### src/rtl/riscvbc_mem_arb_pkg.sv
// Shared constants for the two-cache memory arbiter.
// Message sizes and field layouts of the vc mem-msg format, the 1-bit port-ID
// type and the default tag-queue depth.
package riscvbc_mem_arb_pkg;

    // vc mem request: {type, addr, len, data}; len encodes bytes, 0 = full word
    function automatic int unsigned vc_mem_req_msg_sz(input int unsigned addr_w,
                                                      input int unsigned data_w);
        return 1 + addr_w + $clog2(data_w / 8) + data_w;
    endfunction

    // vc mem response: {type, len, data}
    function automatic int unsigned vc_mem_resp_msg_sz(input int unsigned data_w);
        return 1 + $clog2(data_w / 8) + data_w;
    endfunction

    localparam int unsigned VcMemAddrW     = 32;
    localparam int unsigned VcMemDataW     = 32;
    localparam int unsigned VcMemReqMsgSz  = vc_mem_req_msg_sz(VcMemAddrW, VcMemDataW);
    localparam int unsigned VcMemRespMsgSz = vc_mem_resp_msg_sz(VcMemDataW);

    // Request field layout (MSB first)
    localparam int unsigned VcMemReqTypeBit = VcMemReqMsgSz - 1;
    localparam int unsigned VcMemReqAddrMsb = VcMemReqMsgSz - 2;
    localparam int unsigned VcMemReqAddrLsb = VcMemReqMsgSz - 1 - VcMemAddrW;
    localparam int unsigned VcMemReqDataMsb = VcMemDataW - 1;

    // Response field layout (MSB first)
    localparam int unsigned VcMemRespTypeBit = VcMemRespMsgSz - 1;
    localparam int unsigned VcMemRespDataMsb = VcMemDataW - 1;

    // riscvbc constants
    typedef logic port_id_t;
    localparam int unsigned RiscvbcMemArbDepth = 4;

endpackage

### src/rtl/riscvbc_tag_fifo.sv
// In-order queue of port IDs for outstanding memory requests.
// Ports: clk, reset (sync, active-high); push/push_id write the tail; pop
// removes the head; full, empty and head report state.
// A push while full is dropped even if a pop happens in the same cycle.
module riscvbc_tag_fifo
    import riscvbc_mem_arb_pkg::*;
#(
    parameter int unsigned p_depth = RiscvbcMemArbDepth
) (
    input  logic     clk,
    input  logic     reset,
    input  logic     push,
    input  port_id_t push_id,
    input  logic     pop,
    output logic     full,
    output logic     empty,
    output port_id_t head
);

    localparam int unsigned PtrW = $clog2(p_depth);
    localparam int unsigned CntW = $clog2(p_depth + 1);

    logic [PtrW-1:0] wr_ptr_q, rd_ptr_q;
    logic [CntW-1:0] count_q;
    port_id_t        mem_q [p_depth];

    logic do_push, do_pop;

    assign full    = (count_q == CntW'(p_depth));
    assign empty   = (count_q == '0);
    assign do_push = push & ~full;
    assign do_pop  = pop & ~empty;
    assign head    = mem_q[rd_ptr_q];

    always_ff @(posedge clk) begin
        if (reset) begin
            wr_ptr_q <= '0;
            rd_ptr_q <= '0;
            count_q  <= '0;
        end else begin
            // Pointers are power-of-two sized, so plain increment wraps
            if (do_push) wr_ptr_q <= wr_ptr_q + PtrW'(1);
            if (do_pop)  rd_ptr_q <= rd_ptr_q + PtrW'(1);
            if (do_push && !do_pop) count_q <= count_q + CntW'(1);
            else if (do_pop && !do_push) count_q <= count_q - CntW'(1);
        end
    end

    // Storage needs no reset: entries are only read once written
    always_ff @(posedge clk) begin
        if (do_push) mem_q[wr_ptr_q] <= push_id;
    end

endmodule

### src/rtl/riscvbc_mem_arb.sv
// Two-cache to single-memory arbiter.
// Ports: clk, reset (sync, active-high); cache0/cache1 request val/rdy/msg
// in, cache0/cache1 response val/rdy/msg out; memreq and memresp to the single
// memory port; err is a sticky flag for a response with no outstanding request.
// Requests are granted round-robin and pass combinationally to memory; the
// granted port ID is queued so responses, which return in order, are routed
// back to the right cache combinationally.
module riscvbc_mem_arb
    import riscvbc_mem_arb_pkg::*;
#(
    parameter int unsigned p_req_sz  = VcMemReqMsgSz,
    parameter int unsigned p_resp_sz = VcMemRespMsgSz,
    parameter int unsigned p_depth   = RiscvbcMemArbDepth
) (
    input  logic                 clk,
    input  logic                 reset,

    input  logic                 cache0req_val,
    output logic                 cache0req_rdy,
    input  logic [p_req_sz-1:0]  cache0req_msg,
    input  logic                 cache1req_val,
    output logic                 cache1req_rdy,
    input  logic [p_req_sz-1:0]  cache1req_msg,

    output logic                 cache0resp_val,
    input  logic                 cache0resp_rdy,
    output logic [p_resp_sz-1:0] cache0resp_msg,
    output logic                 cache1resp_val,
    input  logic                 cache1resp_rdy,
    output logic [p_resp_sz-1:0] cache1resp_msg,

    output logic                 memreq_val,
    input  logic                 memreq_rdy,
    output logic [p_req_sz-1:0]  memreq_msg,
    input  logic                 memresp_val,
    output logic                 memresp_rdy,
    input  logic [p_resp_sz-1:0] memresp_msg,

    output logic                 err
);

    port_id_t prio_q, prio_d;
    logic     err_q, err_d;
    port_id_t grant, head;
    logic     full, empty;
    logic     req_ok, resp_ok, req_fire, resp_fire;

    // A lone valid port wins; prio only matters when both are valid
    assign grant = (cache0req_val && cache1req_val) ? prio_q : port_id_t'(cache1req_val);

    // Reset gates the request path; the response path is also gated because the
    // queue count only clears at the end of the first reset cycle
    assign req_ok  = ~full & ~reset;
    assign resp_ok = ~empty & ~reset;

    always_comb begin
        memreq_val     = (cache0req_val | cache1req_val) & req_ok;
        memreq_msg     = grant ? cache1req_msg : cache0req_msg;
        cache0req_rdy  = memreq_rdy & req_ok & ~grant;
        cache1req_rdy  = memreq_rdy & req_ok & grant;

        cache0resp_val = memresp_val & resp_ok & ~head;
        cache1resp_val = memresp_val & resp_ok & head;
        cache0resp_msg = memresp_msg;
        cache1resp_msg = memresp_msg;
        memresp_rdy    = resp_ok & (head ? cache1resp_rdy : cache0resp_rdy);

        req_fire       = memreq_val & memreq_rdy;
        resp_fire      = memresp_val & memresp_rdy;

        prio_d         = req_fire ? ~grant : prio_q;
        err_d          = err_q | (memresp_val & empty);
    end

    always_ff @(posedge clk) begin
        if (reset) begin
            prio_q <= 1'b0;
            err_q  <= 1'b0;
        end else begin
            prio_q <= prio_d;
            err_q  <= err_d;
        end
    end

    assign err = err_q;

    riscvbc_tag_fifo #(
        .p_depth (p_depth)
    ) u_tag_fifo (
        .clk     (clk),
        .reset   (reset),
        .push    (req_fire),
        .push_id (grant),
        .pop     (resp_fire),
        .full    (full),
        .empty   (empty),
        .head    (head)
    );

endmodule

### config.mk
export PLATFORM = sky130hd
export DESIGN_NAME = riscvbc_mem_arb
export DESIGN_NICKNAME = d
export VERILOG_FILES = /design/src/rtl/riscvbc_mem_arb_pkg.sv /design/src/rtl/riscvbc_tag_fifo.sv /design/src/rtl/riscvbc_mem_arb.sv
export SDC_FILE = /design/constraint.sdc
export NUM_CORES = 1
export LEC_CHECK = 0
export CAP_MARGIN = 20
export CORE_AREA = 2 2 123 125
export CTS_CLUSTER_DIAMETER = 80
export CTS_CLUSTER_SIZE = 24
export DETAILED_ROUTE_END_ITERATION = 10
export DIE_AREA = 0 0 125 127
export PLACE_DENSITY = 0.69
export SYNTH_ARGS = -nofsm -noshare
export SYNTH_HDL_FRONTEND = slang
export SYNTH_SLANG_ARGS = --single-unit
### constraint.sdc
create_clock -name clk -period 2.7 [get_ports clk]
set_input_delay 0.54 -clock clk [delete_from_list [all_inputs] [get_ports clk]]
set_output_delay 0.54 -clock clk [all_outputs]
set_load 0.02 [all_outputs]
==> results of run 1 <==
logic make-up after synthesis:
| logic type | after synthesis |
|---|---|
| buf+inv | 84 |
| mux | 74 |
| simple gates | 30 |
| flops | 15 |
| fa+ha+maj | 6 |
| compound gates | 5 |
| xor+xnor | 3 |
how the worst min path moves through the flow:
stage,to,slack [ps],cells past startpoint
6_report,u_tag_fifo.rd_ptr_q[1],460,1
5_1_grt,err,480,2
4_1_cts,u_tag_fifo.rd_ptr_q[1],460,1
3_5_place_dp,flip-flop,460,1
3_3_place_gp,u_tag_fifo.rd_ptr_q[1],440,1
2_1_floorplan,flip-flop,430,1
cells in the final DEF (no fill, tap or decap), types with 2 or more instances in the layout:
master           netlist  layout
a21oi_1                3       2
and2_1                 4       4
buf_12                 0       4
buf_16                 0       2
buf_4                 70      23
clkbuf_16              0       3
clkdlybuf4s15_1        0       4
clkdlybuf4s50_1        0     139
dfxtp_1               11      11
dlygate4sd2_1          0      69
edfxtp_1               4       4
ha_1                   5       4
inv_1                  6       5
mux2_2                67      67
mux2i_1                5       5
nand2b_1               2       2
nor2_1                 9       9
nor3_1                 4       4
nor3b_2                3       3
or3_1                  2       2
through the flow:
step	setup TNS, ps	std cells	util	setup WS [ps]
2_1_floorplan	0	217	-	210
3_3_place_gp	-19840	561	0.287	-338
3_5_place_dp	-20240	561	0.287	-335
4_1_cts	0	570	0.293	35.4
5_1_grt	0	570	0.295	0.0600
6_report	0	571	0.295	87.7
cell usage after synthesis (all sizes together):
cell	instances	area [um2]
a21oi	3	15.0
and2	5	32.5
and2b	1	8.76
buf	77	561
clkbuf	1	3.75
dfxtp	11	220
edfxtp	4	120
fa	1	20.0
ha	5	62.6
inv	6	22.5
mux2	68	769
mux2i	5	50.1
mux4	1	22.5
nand2	2	15.0
nand2b	2	12.5
nand3	1	10.0
nor2	9	33.8
nor3	4	20.0
nor3b	3	37.5
nor4	1	21.3
o21ai	2	13.8
or3	2	12.5
xnor2	1	8.76
xor2	2	17.5
final cells by class:
cell class              instances  area, um2  area share
clock buffers                   4       78.8      0.0185
flip-flops and latches         15        340      0.0799
repair buffers                243       2370       0.556
multi-input cells             118       1220       0.286
diodes                          1       2.50    0.000588
inverters                       6       22.5     0.00529
well taps                     184        230      0.0541
layer usage:
layer	track usage	share of wire	up-vias
li1	-	-	1010
met4	0.0196	0.0092	0
met2	0.246	0.55	176
met1	0.127	0.35	966
met3	0.0436	0.093	6
met5	0	0	-
what timing repair did:
action                     4_1_cts  5_1_grt
pin swaps                        1        7
setup endpoints to repair       72       20
gates resized for setup         83       10
gates cloned                     2        0
setup buffers                    3        0
power by group:
part	switching, mW	internal [mW]
registers	0.0183	0.250
clock network	0.0854	0.200
logic	0.331	0.453
worst register-to-register path: cells and delay by family, from the launching register on:
kind | cells | cell delay, ps
compound gates | 1 | 120
xor+xnor | 1 | 160
fa+ha+maj | 2 | 500
buf+inv | 1 | 50
flops | 1 | 360
mux | 2 | 870
simple gates | 2 | 470
==> flow_metrics.env, run 1 <==
export IMPL_reg2reg_slack_ps=100
export IMPL_nets=570
export IMPL_endpoint="memreq_msg[15]"
export IMPL_crit_start="cache0req_val"
export IMPL_cp_depth=8
export IMPL_grt_max_degree=16
export IMPL_critical_path_class="input pin to output pin"
export IMPL_path_cells="dlygate4sd2_1, inv_2, o21ai_4, buf_12, buf_16, buf_4, mux2_2, dlygate4sd2_1"
export IMPL_syn_area_per_cell_um2=9.73
export IMPL_hpwl_mm=9.37
export IMPL_syn_area_mm2=0.00211
export IMPL_fmax_ghz=0.383
export IMPL_antenna_found_initial=0
export IMPL_yosys_area_share_simple=0.0966
export IMPL_drt_total_wl_mm=10.6
export IMPL_finish_instance_area_mm2=0.00426
export IMPL_overflow=0
export IMPL_cts_tree="built"
export IMPL_worst_hold_path_type="flip-flop to flip-flop"
export IMPL_slowest_delay_ps=340
export IMPL_fp_dieH_um=127
export IMPL_hold_path_startpoint="u_tag_fifo.rd_ptr_q[1]"
export IMPL_slowest_stage="mux2_2"
export IMPL_rsz0062_at_grt="no"
export IMPL_synth_compound_area_frac=0.0136
export IMPL_maxCapViolations=0
export IMPL_cp_required_ps=2160
export IMPL_tritoncts_num_buffers=3
export IMPL_path_clk_slew_ps=40
export IMPL_ctsLongestPathBuffers=2
export IMPL_nFillCells=1530
export IMPL_dr_pass1_iters=4
export IMPL_drt_first_iter_violations=83
export IMPL_drc_errors=0
export IMPL_pin_count=321
export IMPL_power_density_mw_per_mm2=314
export IMPL_grt_pass1_wl_mm=14.7
export IMPL_cts_hold_buf=0
export IMPL_crit_top_cell="dlygate4sd2_1"
export IMPL_rows=44
export IMPL_muxShareOfSynthArea=0.399
export IMPL_dieArea_mm2=0.0159
export IMPL_tightest_slew_ps=366
export IMPL_yosys_register_bits=15
export IMPL_yosysSeqAreaShare=0.161
export IMPL_cp_start_kind="input pin"
export IMPL_vdd_drop_max_uv=189
export IMPL_path_delay_family="buffers and inverters"
export IMPL_clk_latency_ps=240
export IMPL_yosys_warnings=0
export IMPL_vias=2158
export IMPL_grt_use_total=0.124
export IMPL_die_x_um=125
export IMPL_synth_top_family_by_area="multiplexers"
export IMPL_ys_types=29
export IMPL_fin_crit_ps=2610
export IMPL_cp_end_kind="output pin"
export IMPL_power_mw=1.34
export IMPL_syn_instance_count=217
export IMPL_root_buffer="clkbuf_16"
export IMPL_timing_final_hold_violations=0
export IMPL_p_leak_nw=1.79
export IMPL_skew_ps=5.55
export IMPL_grt_pass1_vias=2380
export IMPL_wl_per_cell_um=18.5
export IMPL_syn_to_final_growth_pct=102
export IMPL_drive_above_1_share=0.301
export IMPL_coreArea_mm2=0.0144
export IMPL_placed_area_mm2=0.00414
export IMPL_cp_max_fo=6
export IMPL_synth_adder_area_share=0.0391
export IMPL_avgViaCountPerCell=3.78
export IMPL_worstReg2RegStart="u_tag_fifo.mem_q[3]"
export IMPL_status="completed"
export IMPL_maxSlewViolCount=0
export IMPL_synth_fp_nets=400
export IMPL_hold_ws_ps=460
export IMPL_worst_path_buf_inv=6
export IMPL_synth_xor_area_share=0.0124
export IMPL_io_buffer_count=215
export IMPL_fin_crit_sh=0.968
export IMPL_ant_nets=0
export IMPL_cts_sinks=15
export IMPL_h_tree_depth=1
export IMPL_worst_r2r_cell_count=9
export IMPL_initial_core_util=0.146
export IMPL_critPathArrivalTime_ps=2070
export IMPL_gp_congestion=0.866
export IMPL_relSlewSlack=0.755
export IMPL_rr_endpoint="u_tag_fifo.count_q[2]"
export IMPL_setup_viol_count_final=0
Note: power is estimated with default switching activity, not from simulation.
==> run 2: changes to the inputs <==
CORE_AREA = 2 2 126 128   (was 2 2 123 125)
DIE_AREA = 0 0 128 130   (was 0 0 125 127)
PLACE_DENSITY = 0.64   (was 0.69)
clock period = 3 ns   (was 2.7 ns; I/O delays follow)
==> flow_metrics.env, run 2 (synthesis gave the netlist of run 1 again) <==
export IMPL_status="completed"
export IMPL_path_clk_slew_ps=50
export IMPL_pin_count=321
export IMPL_power_density_mw_per_mm2=287
export IMPL_ant_nets=0
export IMPL_path_delay_family="buffers and inverters"
export IMPL_dr_pass1_iters=4
export IMPL_drc_errors=0
export IMPL_rsz0062_at_grt="yes"
export IMPL_tritoncts_num_buffers=3
export IMPL_slowest_delay_ps=490
export IMPL_reg2reg_slack_ps=340
export IMPL_setup_viol_count_final=0
export IMPL_vdd_drop_max_uv=127
export IMPL_maxCapViolations=0
export IMPL_fmax_ghz=0.340
export IMPL_fin_util=0.265
export IMPL_cp_required_ps=2400
export IMPL_slowest_stage="clkdlybuf4s50_1"
export IMPL_root_buffer="clkbuf_16"
export IMPL_power_mw=1.17
export IMPL_drive_above_1_share=0.334
export IMPL_final_common_cell="clkdlybuf4s50_1"
export IMPL_worst_path_buf_inv=4
export IMPL_grt_pass1_wl_mm=12.0
export IMPL_grt_max_degree=50
export IMPL_path_cells="clkdlybuf4s50_1, inv_1, o21ai_4, buf_12, mux2_2, dlygate4sd2_1"
export IMPL_diodes=0
export IMPL_gp_congestion=0.760
export IMPL_initial_core_util=0.137
export IMPL_tightest_slew_ps=688
export IMPL_p_leak_nw=1.80
export IMPL_placed_cells=555
export IMPL_cp_depth=6
export IMPL_nets=555
export IMPL_coreArea_mm2=0.0154
export IMPL_vias=2042
export IMPL_finish_instance_area_mm2=0.00409
export IMPL_crit_start="cache0req_val"
export IMPL_h_tree_depth=1
export IMPL_worst_r2r_cell_count=9
export IMPL_overflow=0
export IMPL_fin_crit_sh=0.979
export IMPL_mostFrequentLayoutCells="clkdlybuf4s50_1 (146), mux2_2 (67), clkbuf_2 (28)"
export IMPL_endpoint="memreq_msg[63]"
export IMPL_cp_max_fo=25
export IMPL_cts_hold_buf=0
export IMPL_dieArea_mm2=0.0166
export IMPL_placed_area_mm2=0.00402
export IMPL_die_x_um=128
export IMPL_rr_endpoint="u_tag_fifo.count_q[2]"
export IMPL_maxSlewViolCount=0
export IMPL_stdcell_count=563
export IMPL_skew_ps=2.59
export IMPL_cts_tree="built"
export IMPL_cts_sinks=15
export IMPL_critPathArrivalTime_ps=2340
export IMPL_cp_end_kind="output pin"
export IMPL_wl_per_cell_um=16.3
export IMPL_avgViaCountPerCell=3.63
export IMPL_relSlewSlack=0.538
export IMPL_hpwl_mm=7.79
export IMPL_hold_ws_ps=464
export IMPL_fin_crit_ps=2940
export IMPL_cp_start_kind="input pin"
export IMPL_worst_hold_path_type="flip-flop to flip-flop"
export IMPL_worstReg2RegStart="u_tag_fifo.mem_q[3]"
export IMPL_rows=46
export IMPL_ctsLongestPathBuffers=2
export IMPL_clk_latency_ps=250
export IMPL_io_buffer_count=215
export IMPL_timing_final_hold_violations=0
export IMPL_drt_total_wl_mm=9.17
export IMPL_fp_dieH_um=130
export IMPL_antenna_found_initial=0
export IMPL_critical_path_class="input pin to output pin"
export IMPL_drt_first_iter_violations=58
export IMPL_syn_to_final_growth_pct=93.6
export IMPL_grt_pass1_vias=2130
export IMPL_grt_use_total=0.0943
-- run 2: cell count changes in the layout (fill, tap and decap cells not counted), sizes merged --
cell / before / now
buf: 30 / 13
dlygate4sd2: 69 / 9
diode: 1 / 0
clkdlybuf4s50: 139 / 146
dlymetal6s2s: 1 / 19
clkbuf: 4 / 32
clkinv: 0 / 1
clkdlybuf4s15: 4 / 12
-- run 2: routing by layer --
metal  global-route usage  part of all wire  up-vias
met5                    0                 0        -
met4               0.0187            0.0072        0
met3               0.0328             0.083        9
met2                0.169              0.53      146
met1                0.110              0.38      907
li1                     -                 -      980
-- run 2: per-stage QoR --
step / setup WS [ps] / TNS [ps]
3_5_place_dp: -222 / -10730
2_1_floorplan: 510 / 0
4_1_cts: -126 / -2010
3_3_place_gp: -212 / -9870
6_report: 62.0 / 0
5_1_grt: -21.4 / -95.8
-- run 2: cell type report --
| type | instances | area [um2] |
|---|---|---|
| Clock inverter | 1 | 5.00 |
| Tap cell | 192 | 240 |
| Multi-Input combinational cell | 118 | 1200 |
| Timing Repair Buffer | 228 | 2210 |
| Clock buffer | 3 | 75.1 |
| Fill cell | 1666 | 11300 |
| Inverter | 6 | 22.5 |
| Sequential cell | 15 | 340 |
-- run 2: what timing repair did --
action                     in CTS  in global routing
setup endpoints to repair      67                 64
gates cloned                    0                  2
pin swaps                       0                  1
buffers inserted                0                  2
resized for setup              50                 91
-- run 2: worst min path at each step --
stage                                 from                endpoint  depth (start not counted)  slack (ps)
floorplan           u_tag_fifo.rd_ptr_q[1]               flip-flop                          1         430
global route        u_tag_fifo.rd_ptr_q[1]  u_tag_fifo.rd_ptr_q[1]                          1         520
global placement    u_tag_fifo.rd_ptr_q[1]  u_tag_fifo.rd_ptr_q[1]                          1         440
finish              u_tag_fifo.rd_ptr_q[1]  u_tag_fifo.rd_ptr_q[1]                          1         460
CTS                                    err                     err                          2         470
detailed placement                     err                     err                          2         460
-- run 2: power by group --
group | internal (mW) | switching, mW | leakage [nW] | total (mW)
Clock | 0.178 | 0.0867 | 0.0409 | 0.265
Combinational | 0.383 | 0.284 | 1.63 | 0.667
Sequential | 0.225 | 0.0159 | 0.127 | 0.241
Total | 0.786 | 0.386 | 1.80 | 1.17
==> run 3: changes to the inputs <==
SLEW_MARGIN = 20   (was default)
==> results of run 3 <==
Final layout, timing and power as in run 2 (identical DEF).
